[src/rtl/mem_stage_pkg.sv]
// Shared types and constants for the MEM stage controller.
package mem_stage_pkg;

  localparam int unsigned DW_DEF   = 32;
  localparam int unsigned RW_DEF   = 5;

  // Bit positions inside the {regwrite, memtoreg} control pair
  localparam int unsigned REGWRITE = 1;
  localparam int unsigned MEMTOREG = 0;

  typedef enum logic {
    IDLE   = 1'b0,
    ACCESS = 1'b1
  } state_e;

endpackage

[src/rtl/mem_stage_ctrl_if.sv]
// Data-memory req/ready bus between the MEM stage (master) and data memory (slave).
interface mem_stage_ctrl_if
  import mem_stage_pkg::*;
#(
  parameter int unsigned DW = DW_DEF
);

  logic          dm_req;
  logic          dm_we;
  logic [DW-1:0] dm_addr;
  logic [DW-1:0] dm_wdata;
  logic          dm_ready;
  logic [DW-1:0] dm_rdata;

  modport master (
    output dm_req, dm_we, dm_addr, dm_wdata,
    input  dm_ready, dm_rdata
  );

  modport slave (
    input  dm_req, dm_we, dm_addr, dm_wdata,
    output dm_ready, dm_rdata
  );

endinterface

[src/rtl/mem_wb_reg.sv]
// MEM/WB pipeline register: loads every cycle; a non-retiring cycle leaves a bubble.
module mem_wb_reg
  import mem_stage_pkg::*;
#(
  parameter int unsigned DW = DW_DEF,
  parameter int unsigned RW = RW_DEF
) (
  input  logic          clk,
  input  logic          rst_n,
  input  logic          i_load,
  input  logic          i_regwrite,
  input  logic          i_memtoreg,
  input  logic [DW-1:0] i_read_data,
  input  logic [DW-1:0] i_alu_result,
  input  logic [RW-1:0] i_wreg,
  output logic          o_valid,
  output logic          o_regwrite,
  output logic          o_memtoreg,
  output logic [DW-1:0] o_read_data,
  output logic [DW-1:0] o_alu_result,
  output logic [RW-1:0] o_wreg
);

  logic          r_valid;
  logic          r_regwrite;
  logic          r_memtoreg;
  logic [DW-1:0] r_read_data;
  logic [DW-1:0] r_alu_result;
  logic [RW-1:0] r_wreg;

  always_ff @(posedge clk or negedge rst_n) begin
    if (!rst_n) begin
      r_valid      <= 1'b0;
      r_regwrite   <= 1'b0;
      r_memtoreg   <= 1'b0;
      r_read_data  <= '0;
      r_alu_result <= '0;
      r_wreg       <= '0;
    end else begin
      r_valid <= i_load;
      if (i_load) begin
        r_regwrite   <= i_regwrite;
        r_memtoreg   <= i_memtoreg;
        r_read_data  <= i_read_data;
        r_alu_result <= i_alu_result;
        r_wreg       <= i_wreg;
      end
    end
  end

  assign o_valid      = r_valid;
  // A bubble must never write the register file, whatever the stale payload says
  assign o_regwrite   = r_valid & r_regwrite;
  assign o_memtoreg   = r_memtoreg;
  assign o_read_data  = r_read_data;
  assign o_alu_result = r_alu_result;
  assign o_wreg       = r_wreg;

endmodule

[src/rtl/mem_stage_ctrl.sv]
// MIPS MEM stage: data-memory bus FSM, pipeline stall, branch resolve, MEM/WB register.
// Optional bus-timeout abort enabled by defining MEM_TIMEOUT_EN.
module mem_stage_ctrl
  import mem_stage_pkg::*;
#(
  parameter int unsigned DW = DW_DEF,
  parameter int unsigned RW = RW_DEF
`ifdef MEM_TIMEOUT_EN
  ,
  parameter int unsigned TIMEOUT_CYCLES = 64
`endif
) (
  input  logic              clk,
  input  logic              rst_n,
  input  logic              ex_valid,
  input  logic [1:0]        ex_wb_ctl,
  input  logic              ex_branch,
  input  logic              ex_memread,
  input  logic              ex_memwrite,
  input  logic              ex_zero,
  input  logic [DW-1:0]     ex_alu_result,
  input  logic [DW-1:0]     ex_rdata2,
  input  logic [RW-1:0]     ex_wreg,
  mem_stage_ctrl_if.master  dm,
  output logic              mem_stall,
  output logic              mem_pcsrc,
  output logic              wb_valid,
  output logic              wb_regwrite,
  output logic              wb_memtoreg,
  output logic [DW-1:0]     wb_read_data,
  output logic [DW-1:0]     wb_alu_result,
  output logic [RW-1:0]     wb_wreg,
  output logic              timeout_err
);

  state_e        r_state;
  logic          r_we;
  logic [DW-1:0] r_addr;
  logic [DW-1:0] r_wdata;

  logic          w_memop;
  logic          w_start;
  logic          w_done;
  logic          w_abort;
  logic          w_retire;
  logic          w_regwrite;
  logic [DW-1:0] w_read_data;

  assign w_memop = ex_memread | ex_memwrite;
  assign w_start = (r_state == IDLE) & ex_valid & w_memop;
  assign w_done  = (r_state == ACCESS) & dm.dm_ready;

`ifdef MEM_TIMEOUT_EN
  localparam int unsigned CW = $clog2(TIMEOUT_CYCLES + 1);

  logic [CW-1:0] r_wait_cnt;
  logic          r_timeout_err;

  // Abort on the cycle that would be the TIMEOUT_CYCLES-th wait without ready
  assign w_abort = (r_state == ACCESS) & ~dm.dm_ready &
                   (r_wait_cnt == CW'(TIMEOUT_CYCLES - 1));

  always_ff @(posedge clk or negedge rst_n) begin
    if (!rst_n) begin
      r_wait_cnt    <= '0;
      r_timeout_err <= 1'b0;
    end else begin
      if (w_start) begin
        r_wait_cnt <= '0;
      end else if ((r_state == ACCESS) && !dm.dm_ready) begin
        r_wait_cnt <= r_wait_cnt + 1'b1;
      end
      if (w_abort) begin
        r_timeout_err <= 1'b1;
      end
    end
  end

  assign timeout_err = r_timeout_err;
`else
  assign w_abort     = 1'b0;
  assign timeout_err = 1'b0;
`endif

  always_ff @(posedge clk or negedge rst_n) begin
    if (!rst_n) begin
      r_state <= IDLE;
      r_we    <= 1'b0;
      r_addr  <= '0;
      r_wdata <= '0;
    end else begin
      unique case (r_state)
        IDLE: begin
          if (w_start) begin
            r_state <= ACCESS;
            r_we    <= ex_memwrite;
            r_addr  <= {ex_alu_result[DW-1:2], 2'b00};
            r_wdata <= ex_rdata2;
          end
        end
        ACCESS: begin
          if (dm.dm_ready || w_abort) begin
            r_state <= IDLE;
          end
        end
        default: r_state <= IDLE;
      endcase
    end
  end

  assign dm.dm_req   = (r_state == ACCESS);
  assign dm.dm_we    = r_we;
  assign dm.dm_addr  = r_addr;
  assign dm.dm_wdata = r_wdata;

  assign mem_stall = w_start | ((r_state == ACCESS) & ~dm.dm_ready & ~w_abort);
  assign mem_pcsrc = ex_valid & ex_branch & ex_zero & ~mem_stall;

  // Non-memory ops retire straight from IDLE; memory ops on ready or abort
  assign w_retire    = ((r_state == IDLE) & ex_valid & ~w_memop) | w_done | w_abort;
  assign w_regwrite  = ex_wb_ctl[REGWRITE] & ~w_abort;
  assign w_read_data = (w_done & ~r_we) ? dm.dm_rdata : '0;

  mem_wb_reg #(
    .DW (DW),
    .RW (RW)
  ) u_mem_wb_reg (
    .clk          (clk),
    .rst_n        (rst_n),
    .i_load       (w_retire),
    .i_regwrite   (w_regwrite),
    .i_memtoreg   (ex_wb_ctl[MEMTOREG]),
    .i_read_data  (w_read_data),
    .i_alu_result (ex_alu_result),
    .i_wreg       (ex_wreg),
    .o_valid      (wb_valid),
    .o_regwrite   (wb_regwrite),
    .o_memtoreg   (wb_memtoreg),
    .o_read_data  (wb_read_data),
    .o_alu_result (wb_alu_result),
    .o_wreg       (wb_wreg)
  );

endmodule

[src/flat_wrapper.sv]
// flat-port wrapper written by rule: the top's interface ports become plain ports
module mem_stage_ctrl_flat import mem_stage_pkg::*;
#(
  parameter int unsigned DW = DW_DEF,
  parameter int unsigned RW = RW_DEF

)
  (clk, rst_n, ex_valid, ex_wb_ctl, ex_branch, ex_memread, ex_memwrite, ex_zero, ex_alu_result, ex_rdata2, ex_wreg, mem_stall, mem_pcsrc, wb_valid, wb_regwrite, wb_memtoreg, wb_read_data, wb_alu_result, wb_wreg, timeout_err, dm_dm_req, dm_dm_we, dm_dm_addr, dm_dm_wdata, dm_dm_ready, dm_dm_rdata);
  mem_stage_ctrl_if #(.DW(DW)) dm_i ();
  input  logic clk;
  input  logic rst_n;
  input  logic ex_valid;
  input  logic [1:0] ex_wb_ctl;
  input  logic ex_branch;
  input  logic ex_memread;
  input  logic ex_memwrite;
  input  logic ex_zero;
  input  logic [DW-1:0] ex_alu_result;
  input  logic [DW-1:0] ex_rdata2;
  input  logic [RW-1:0] ex_wreg;
  output logic mem_stall;
  output logic mem_pcsrc;
  output logic wb_valid;
  output logic wb_regwrite;
  output logic wb_memtoreg;
  output logic [DW-1:0] wb_read_data;
  output logic [DW-1:0] wb_alu_result;
  output logic [RW-1:0] wb_wreg;
  output logic timeout_err;
  output wire logic [$bits(dm_i.dm_req)-1:0] dm_dm_req;
  output wire logic [$bits(dm_i.dm_we)-1:0] dm_dm_we;
  output wire logic [$bits(dm_i.dm_addr)-1:0] dm_dm_addr;
  output wire logic [$bits(dm_i.dm_wdata)-1:0] dm_dm_wdata;
  input wire logic [$bits(dm_i.dm_ready)-1:0] dm_dm_ready;
  input wire logic [$bits(dm_i.dm_rdata)-1:0] dm_dm_rdata;
  assign dm_dm_req = dm_i.dm_req;
  assign dm_dm_we = dm_i.dm_we;
  assign dm_dm_addr = dm_i.dm_addr;
  assign dm_dm_wdata = dm_i.dm_wdata;
  assign dm_i.dm_ready = dm_dm_ready;
  assign dm_i.dm_rdata = dm_dm_rdata;
  mem_stage_ctrl #(.DW(DW), .RW(RW)) u_core (.clk(clk), .rst_n(rst_n), .ex_valid(ex_valid), .ex_wb_ctl(ex_wb_ctl), .ex_branch(ex_branch), .ex_memread(ex_memread), .ex_memwrite(ex_memwrite), .ex_zero(ex_zero), .ex_alu_result(ex_alu_result), .ex_rdata2(ex_rdata2), .ex_wreg(ex_wreg), .dm(dm_i), .mem_stall(mem_stall), .mem_pcsrc(mem_pcsrc), .wb_valid(wb_valid), .wb_regwrite(wb_regwrite), .wb_memtoreg(wb_memtoreg), .wb_read_data(wb_read_data), .wb_alu_result(wb_alu_result), .wb_wreg(wb_wreg), .timeout_err(timeout_err));
endmodule
[config.mk]
export PLATFORM = sky130hd
export DESIGN_NAME = mem_stage_ctrl_flat
export DESIGN_NICKNAME = d
export VERILOG_FILES = /design/src/rtl/mem_stage_pkg.sv /design/src/rtl/mem_stage_ctrl_if.sv /design/src/rtl/mem_wb_reg.sv /design/src/rtl/mem_stage_ctrl.sv /design/src/flat_wrapper.sv
export SDC_FILE = /design/constraint.sdc
export NUM_CORES = 1
export LEC_CHECK = 0
export CORE_UTILIZATION = 43
export DETAILED_ROUTE_END_ITERATION = 8
export HOLD_SLACK_MARGIN = 0.15
export PLACE_DENSITY = 0.85
export REMOVE_ABC_BUFFERS = 1
export SLEW_MARGIN = 10
export SYNTH_ARGS = -nofsm -noshare
export SYNTH_HDL_FRONTEND = slang
export SYNTH_SLANG_ARGS = --single-unit
[constraint.sdc]
create_clock -name clk -period 2.4 [get_ports clk]
set_input_delay 0.48 -clock clk [delete_from_list [all_inputs] [get_ports clk]]
set_output_delay 0.48 -clock clk [all_outputs]
set_load 0.05 [all_outputs]
== Word level (Yosys, flattened, before mapping) ==
Cells that the tools add are included.

* Output and inout port bits: 141
* Register bits after elaboration: 136
* Logic and storage cells: 33

* Muxes and demuxes: 4
* Reductions and logical operators: 1
* Bitwise operators: 18

{| class="wikitable"
|+ Operators by type and width
! operator !! count
|-
| 32-bit 2-to-1 mux || 1
|-
| 1-bit AND || 10
|-
| 1-bit NOT || 5
|-
| 1-bit OR || 3
|-
| 1-bit 2-to-1 mux || 2
|-
| 1-bit case mux with 2 select lines || 1
|-
| 2-bit AND reduction || 1
|}

== Depth between registers and ports, before layout ==
Gate-level depths: netlist (run 1).

* Depth after elaboration: 6
* Depth in mapped cells: 5
* Gate-level depth less buffers: 4

== Cells and area by module ==
Synthesis (run 1) repeated with hierarchy kept, for this count alone.

* Cell total of the unflattened synthesis: 338
* Area, all modules: 5753.0 µm²

{| class="wikitable"
|+ By module, submodules not included
! module !! area an instance (µm²) !! instances !! seq. area each (µm²) !! cells an instance
|-
| mem_wb_reg || 3021.6 || 1 || 1801.7 || 152
|-
| mem_stage_ctrl || 2731.4 || 1 || 1601.5 || 186
|}

== Worst setup path after synthesis (run 1) ==
No wires, ideal clock.

* Path kind: reg2out
* From: register u_core.r_state (netlist: u_core.dm.dm_req)
* To: output mem_pcsrc
* Setup slack: -0.265 ns
* Required time: 1.920 ns
* Stages on the path, launching flop included: 4
* Arrival time: 2.185 ns
* Path through: dfrtp_1 nand2b_1 o22ai_1 nor2_1

* Word-level cells in the longest chain between the ends: 6

{| class="wikitable"
|+ Ends and longest elaborated chain
! element !! RTL line !! text
|-
| start: declaration || mem_stage_ctrl.sv:36 || <nowiki>state_e r_state;</nowiki>
|-
| start signal: assignment || mem_stage_ctrl.sv:87 || <nowiki>r_state <= IDLE;</nowiki>
|-
| start signal: assignment || mem_stage_ctrl.sv:95 || <nowiki>r_state <= ACCESS;</nowiki>
|-
| start signal: assignment || mem_stage_ctrl.sv:103 || <nowiki>r_state <= IDLE;</nowiki>
|-
| 1-bit NOT || mem_stage_ctrl.sv:50 || <nowiki>assign w_start = (r_state == IDLE) & ex_valid & w_memop;</nowiki>
|-
| 1-bit AND (2 in a row) || mem_stage_ctrl.sv:50 ||
|-
| 1-bit OR * || mem_stage_ctrl.sv:116 || <nowiki>assign mem_stall = w_start | ((r_state == ACCESS) & ~dm.dm_ready & ~w_abort);</nowiki>
|-
| net mem_stall || flat_wrapper.sv:21 || <nowiki>output logic mem_stall;</nowiki>
|-
| 1-bit NOT * || mem_stage_ctrl.sv:117 || <nowiki>assign mem_pcsrc = ex_valid & ex_branch & ex_zero & ~mem_stall;</nowiki>
|-
| 1-bit AND * || mem_stage_ctrl.sv:117 ||
|-
| end: declaration || flat_wrapper.sv:22 || <nowiki>output logic mem_pcsrc;</nowiki>
|}

Mark *: on every way through the listed nets, which the timed path passes. The rest lies on a longest branch.

== Worst setup path after layout (run 1) ==
* From: input ex_memwrite
* To: output mem_pcsrc

* Word-level cells in the longest chain between the ends: 5

{| class="wikitable"
|+ Ends and longest elaborated chain
! element !! RTL line !! text
|-
| start: declaration || flat_wrapper.sv:16 || <nowiki>input logic ex_memwrite;</nowiki>
|-
| 1-bit OR || mem_stage_ctrl.sv:49 || <nowiki>assign w_memop = ex_memread | ex_memwrite;</nowiki>
|-
| 1-bit AND || mem_stage_ctrl.sv:50 ||
|-
| 1-bit OR || mem_stage_ctrl.sv:116 ||
|-
| 1-bit NOT || mem_stage_ctrl.sv:117 ||
|-
| 1-bit AND || mem_stage_ctrl.sv:117 ||
|}

No other way between the ends.

==> flow_metrics.py, run 1 <==
metrics = {
    "routing": {
        "met2_length_mm": 6.45,
        "vias_per_cell": 4.96,
        "dr_wl_met3_mm": 1.16,
        "wirelength_mm": 12.8,
        "drtIter0Drc": 100,
        "drtPass1Iterations": 4,
        "drt-wirelength-per-cell_um": 17.7,
        "routedLengthMet1_mm": 4.91,
        "vias": 3579,
        "drc": 0,
        "highest_layer": "met4",
        "ant_nets": 0,
    },
    "sta": {
        "holdWs_ps": 483,
        "min_period_ps": 2290,
        "hold_viol": 0,
        "slew_viol_final": 0,
        "slew-limit-headroom_pct": 61.7,
        "fin_skew_ps": 6.32,
        "fin_crit_sh_pct": 95.3,
        "rsz0062_at_grt": "false",
        "fin_tns_setup_ps": 0,
        "fin_ws_ps": 114,
        "worst_slew_pin_slew_ps": 572,
        "setup_violations": 0,
        "fmax_mhz": 437,
    },
    "clock_network": {
        "cts_hold_buf": 1,
        "clock_sinks": 136,
        "cts.htree.levels": 4,
        "cts_tree": "built",
        "root_buffer": "clkbuf_16",
        "postCtsResizedCells": 0,
        "clk_pin_slew_ps": 60,
        "clock_latency_ps": 400,
        "clockBufferDepth": 2,
        "numCtsBuffers": 17,
        "post_cts_buffers": 0,
    },
    "placement": {
        "preCtsSetupSlack_ps": 108,
        "port_buffers": 248,
        "gp_congestion": 0.756,
        "dpl.hpwl_mm": 9.15,
        "place_area_um2": 7740,
    },
    "worst_setup_path": {
        "crit_type": "in -> out",
        "arrival_ps": 1810,
        "cp-end-kind": "output pin",
        "required_ps": 1920,
        "r2r_slack_ps": 790,
        "slowest_stage": "clkdlybuf4s50_1",
        "cp_num_buf_inv": 2,
        "path_max_fanout": 4,
        "crit_family": "buffers and inverters",
        "critPathLaunchType": "primary input",
        "slowest_delay_ps": 440,
        "worstPathCellList": "clkdlybuf4s50_1 -> nor2_2 -> o22ai_1 -> nor2_1 -> buf_12",
    },
    "global_routing": {
        "grt_max_degree": 60,
        "grt_pass1_wl_mm": 19.7,
        "antenna_found_initial": 0,
        "grt_pass1_vias": 3789,
        "grtUsageTotal_pct": 21.8,
        "gr-total-overflow": 0,
    },
    "logic_synthesis": {
        "synth-seq-cells": 136,
        "netlist_instances": 305,
        "synth.area.top_cells": "dfrtp_1, mux2_2, mux2_1",
        "ys_warn_count": 0,
        "syn_area_um2": 5050,
        "synth.distinct_cells": 21,
        "synth_top_cell_area_share_pct": 67.4,
        "async_reset_ff_share_pct": 100,
        "synth_edf_count": 0,
        "seq_area_frac_synth_pct": 67.4,
        "synth_most_common_cell": "dfrtp_1",
        "synthTopCellsByCount": "dfrtp_1, mux2_2, mux2_1, a22o_1",
        "yosysTopAreaCell": "dfrtp_1",
        "avgSynthCellArea_um2": 16.6,
        "ys.flop_type": "dfrtp_1",
    },
    "cells_and_area": {
        "antennaDiodeCount": 0,
        "fillers": 763,
        "nNetsFinal": 676,
        "areaGrowthSynthToFinish_pct": 66.3,
        "drive_above_1_share_pct": 19.2,
        "fin_area_um2": 8400,
    },
    "min_path": {
        "hp-class": "reg -> reg",
    },
    "floorplanning": {
        "dieArea_um2": 12200,
        "die_w_um": 110,
        "core-area_um2": 11400,
        "die_height_um": 110,
        "io_pins": 252,
        "start_util_pct": 44.2,
        "rows": 39,
    },
    "run_status": {
        "status": "finished, final reports clean",
    },
    "power_and_ir_drop": {
        "irDropWorstVdd_uv": 734,
        "leakage_nw": 3.55,
        "power.density_nw_per_um2": 1200,
    },
    "run": {
        "drv_cap": 0,
    },
}
-- cell type report --
type	instances	area [µm²]	area share (%)
tap	143	179	2.13
clock inverter	10	165	1.97
multi-input combinational	150	1530	18.2
timing repair buffer	258	2630	31.3
sequential	136	3400	40.5
clock buffer	22	484	5.76
inverter	2	7.51	0.0894
-- logic make-up after synthesis --
logic type / synth area share, %
buf+inv: 2.53
mux: 22.5
flops: 67.4
simple gates: 1.16
compound gates: 6.34
other cells: 0.0742
-- state kept, by name (all words and copies together), names as in the netlist --
signal,cells
u_core.dm.dm_addr,30
u_core.dm.dm_req,1
u_core.dm.dm_wdata,32
u_core.dm.dm_we,1
u_core.u_mem_wb_reg.o_alu_result,32
u_core.u_mem_wb_reg.o_memtoreg,1
u_core.u_mem_wb_reg.o_read_data,32
u_core.u_mem_wb_reg.o_valid,1
u_core.u_mem_wb_reg.o_wreg,5
u_core.u_mem_wb_reg.r_regwrite,1
-- metrics by stage --
stage | util (%) | total power [W] | cells
final | 73.6 | 0.0101 | 721
after global routing | 73.6 | 0.0105 | 721
after CTS | 73.6 | 0.0102 | 721
after detailed placement | 67.8 | 0.00734 | 688
after global placement | 67.8 | 0.00726 | 688
after floorplan | - | 0.00571 | 288
-- cells in the final DEF, fill, tap and decap left out, types with 2 or more instances in the layout --
cell             count
conb_1               3
nor2_2               2
o22ai_1              2
a22o_1              33
bufinv_16            4
mux2_1              39
nand2_1              2
mux2_2              62
clkbuf_8             4
buf_12               6
buf_4                5
dfrtp_1            136
clkbuf_16           17
clkinvlp_4           3
clkdlybuf4s50_1    245
-- power breakdown --
part	switching, W	internal [W]
clock	0.000961	0.00186
sequential	0.000296	0.00285
combinational	0.00262	0.00152
-- metal layers --
layer  vias up  track usage (%)
met1      1774             25.6
met4         0             8.65
met5         -                0
li1       1620                -
met2       169             35.9
met3        16             8.64
-- final timing paths --
path | startpoint | endpoint | cells after the start
setup / recovery | ex_memwrite | mem_pcsrc | 5
setup reg to reg | u_core.dm.dm_req$_DFF_PN0_ | u_core.dm.dm_addr[2]$_DFFE_PN0P_ | 4
hold reg to reg | u_core.u_mem_wb_reg.o_alu_result[21]$_DFFE_PN0P_ | u_core.u_mem_wb_reg.o_alu_result[21]$_DFFE_PN0P_ | 1
hold / removal | u_core.u_mem_wb_reg.o_alu_result[21]$_DFFE_PN0P_ | u_core.u_mem_wb_reg.o_alu_result[21]$_DFFE_PN0P_ | 1
min in group asynchronous | rst_n | u_core.dm.dm_wdata[7]$_DFFE_PN0P_ | 2
max in group asynchronous | rst_n | u_core.dm.dm_addr[16]$_DFFE_PN0P_ | 3
-- worst register-to-register path, delay by kind of cell, from the launching register on --
kind,cells,cell delay (ps)
DFF,1,430
buffers and inverters,1,260
and+or+nand+nor,2,370
muxes,1,430
Power figures use the tool's default switching activity.
==> run 2: changes to the inputs <==
- CORE_UTILIZATION: 43 -> 40
- CTS_CLUSTER_DIAMETER: unset -> 60
- PLACE_DENSITY: 0.85 -> 0.8
- clock period: 2.4 -> 2.6 ns (I/O delays scaled with it)
==> flow_metrics.py, run 2 (synthesis gave the netlist of run 1 again) <==
metrics = {
    "sta": {
        "min_period_ps": 2470,
        "worst_slew_pin_slew_ps": 684,
        "fin_tns_setup_ps": 0,
        "fmax_mhz": 405,
        "fin_skew_ps": 12.0,
        "hold_viol": 0,
        "slew_viol_final": 0,
        "slew-limit-headroom_pct": 54.4,
        "fin_crit_sh_pct": 95.0,
        "setup_violations": 0,
        "rsz0062_at_grt": "false",
    },
    "routing": {
        "drc": 0,
        "ant_nets": 0,
        "met2_length_mm": 6.46,
        "drtPass1Iterations": 4,
        "routedLengthMet1_mm": 5.01,
        "drtIter0Drc": 138,
        "wirelength_mm": 12.7,
        "highest_layer": "met4",
        "vias_per_cell": 4.83,
        "dr_wl_met3_um": 901,
        "drt-wirelength-per-cell_um": 17.1,
        "vias": 3572,
    },
    "placement": {
        "port_buffers": 248,
        "dpl.hpwl_mm": 9.26,
        "gp_congestion": 0.770,
        "dpl.cell_count": 711,
        "place_area_um2": 7750,
    },
    "floorplanning": {
        "start_util_pct": 41.5,
        "dieArea_um2": 13100,
        "rows": 40,
        "die_height_um": 114,
        "core-area_um2": 12200,
        "die_w_um": 114,
        "io_pins": 252,
    },
    "global_routing": {
        "grt_pass1_vias": 3979,
        "gr-total-overflow": 0,
        "grt_max_degree": 51,
        "antenna_found_initial": 0,
        "grtUsageTotal_pct": 20.5,
        "grt_pass1_wl_mm": 20.1,
    },
    "power_and_ir_drop": {
        "power.density_nw_per_um2": 1070,
        "irDropWorstVdd_uv": 551,
        "finalPower_w": 0.00882,
        "leakage_nw": 3.48,
    },
    "cells_and_area": {
        "nNetsFinal": 673,
        "final_cell_mix": "clkdlybuf4s50_1, dfrtp_1, mux2_2",
        "final_core_util_pct": 68.0,
        "final_cells": 740,
        "fin_area_um2": 8270,
        "final_common_cell": "clkdlybuf4s50_1",
        "areaGrowthSynthToFinish_pct": 63.7,
        "drive_above_1_share_pct": 18.0,
        "antennaDiodeCount": 0,
    },
    "clock_network": {
        "root_buffer": "clkbuf_16",
        "postCtsResizedCells": 0,
        "clockBufferDepth": 2,
        "clock_latency_ps": 410,
        "cts.htree.levels": 4,
        "clk_pin_slew_ps": 50,
        "numCtsBuffers": 17,
        "cts_hold_buf": 0,
        "post_cts_buffers": 0,
        "clock_sinks": 136,
        "cts_tree": "built",
    },
    "worst_setup_path": {
        "critPathLaunchType": "primary input",
        "r2r_cells": 4,
        "rr_startpoint": "u_core.dm.dm_req$_DFF_PN0_",
        "crit_type": "in -> out",
        "required_ps": 2080,
        "arrival_ps": 1950,
        "r2r_end": "u_core.dm.dm_addr[12]$_DFFE_PN0P_",
        "r2r_slack_ps": 950,
        "path_max_fanout": 4,
        "cp-end-kind": "output pin",
    },
    "run_status": {
        "status": "finished, final reports clean",
    },
    "run": {
        "drv_cap": 0,
    },
    "min_path": {
        "hp-class": "in -> async",
    },
}
[run 2: layout make-up]
type,count,area [µm²]
Sequential cell,136,3400
Clock inverter,4,20.0
Multi-Input combinational cell,150,1530
Tap cell,168,210
Inverter,2,7.51
Clock buffer,25,495
Fill cell,869,3890
Timing Repair Buffer,255,2600
[run 2: power by group]
part | leakage, nW | total (W) | switching (W) | internal, W
combinational | 1.58 | 0.00382 | 0.00243 | 0.00139
sequential | 1.64 | 0.00291 | 0.000274 | 0.00263
clock | 0.259 | 0.00209 | 0.000796 | 0.00130
total | 3.48 | 0.00882 | 0.00350 | 0.00532
[run 2: worst max-delay path: stages]
cell and delay [ps]:
clkdlybuf4s50_1 460, nor2_2 320, o22ai_1 240, nor2_1 250
buf_12 170
[run 2: how the worst max path moves through the flow]
| stage | start | endpoint | slack [ps] | cells past startpoint |
|---|---|---|---|---|
| after global placement | ex_memwrite | mem_pcsrc | 250 | 5 |
| after detailed placement | ex_memwrite | mem_pcsrc | 150 | 5 |
| after CTS | ex_memwrite | mem_pcsrc | 150 | 5 |
| final | ex_memwrite | mem_pcsrc | 130 | 5 |
| after floorplan | u_core.dm.dm_req$_DFF_PN0_ | mem_pcsrc | -100 | 3 |
| after global routing | ex_memwrite | mem_pcsrc | 80 | 5 |
[run 2: layer usage]
metal	global-route usage, %	vias up
met4	9.96	0
met2	35.1	161
li1	-	1610
met5	0	-
met3	6.62	21
met1	23.1	1780
[run 2: stage by stage]
step	setup slack [ps]	hold WS (ps)
3_5_place_dp	154	474
3_3_place_gp	251	467
5_1_grt	75.2	213
4_1_cts	145	170
6_report	129	171
2_1_floorplan	-105	224
==> run 3: changes to the inputs <==
- SKIP_LAST_GASP: unset -> 1
==> results of run 3 <==
No change in the layout: final DEF, timing and power equal those of run 2.
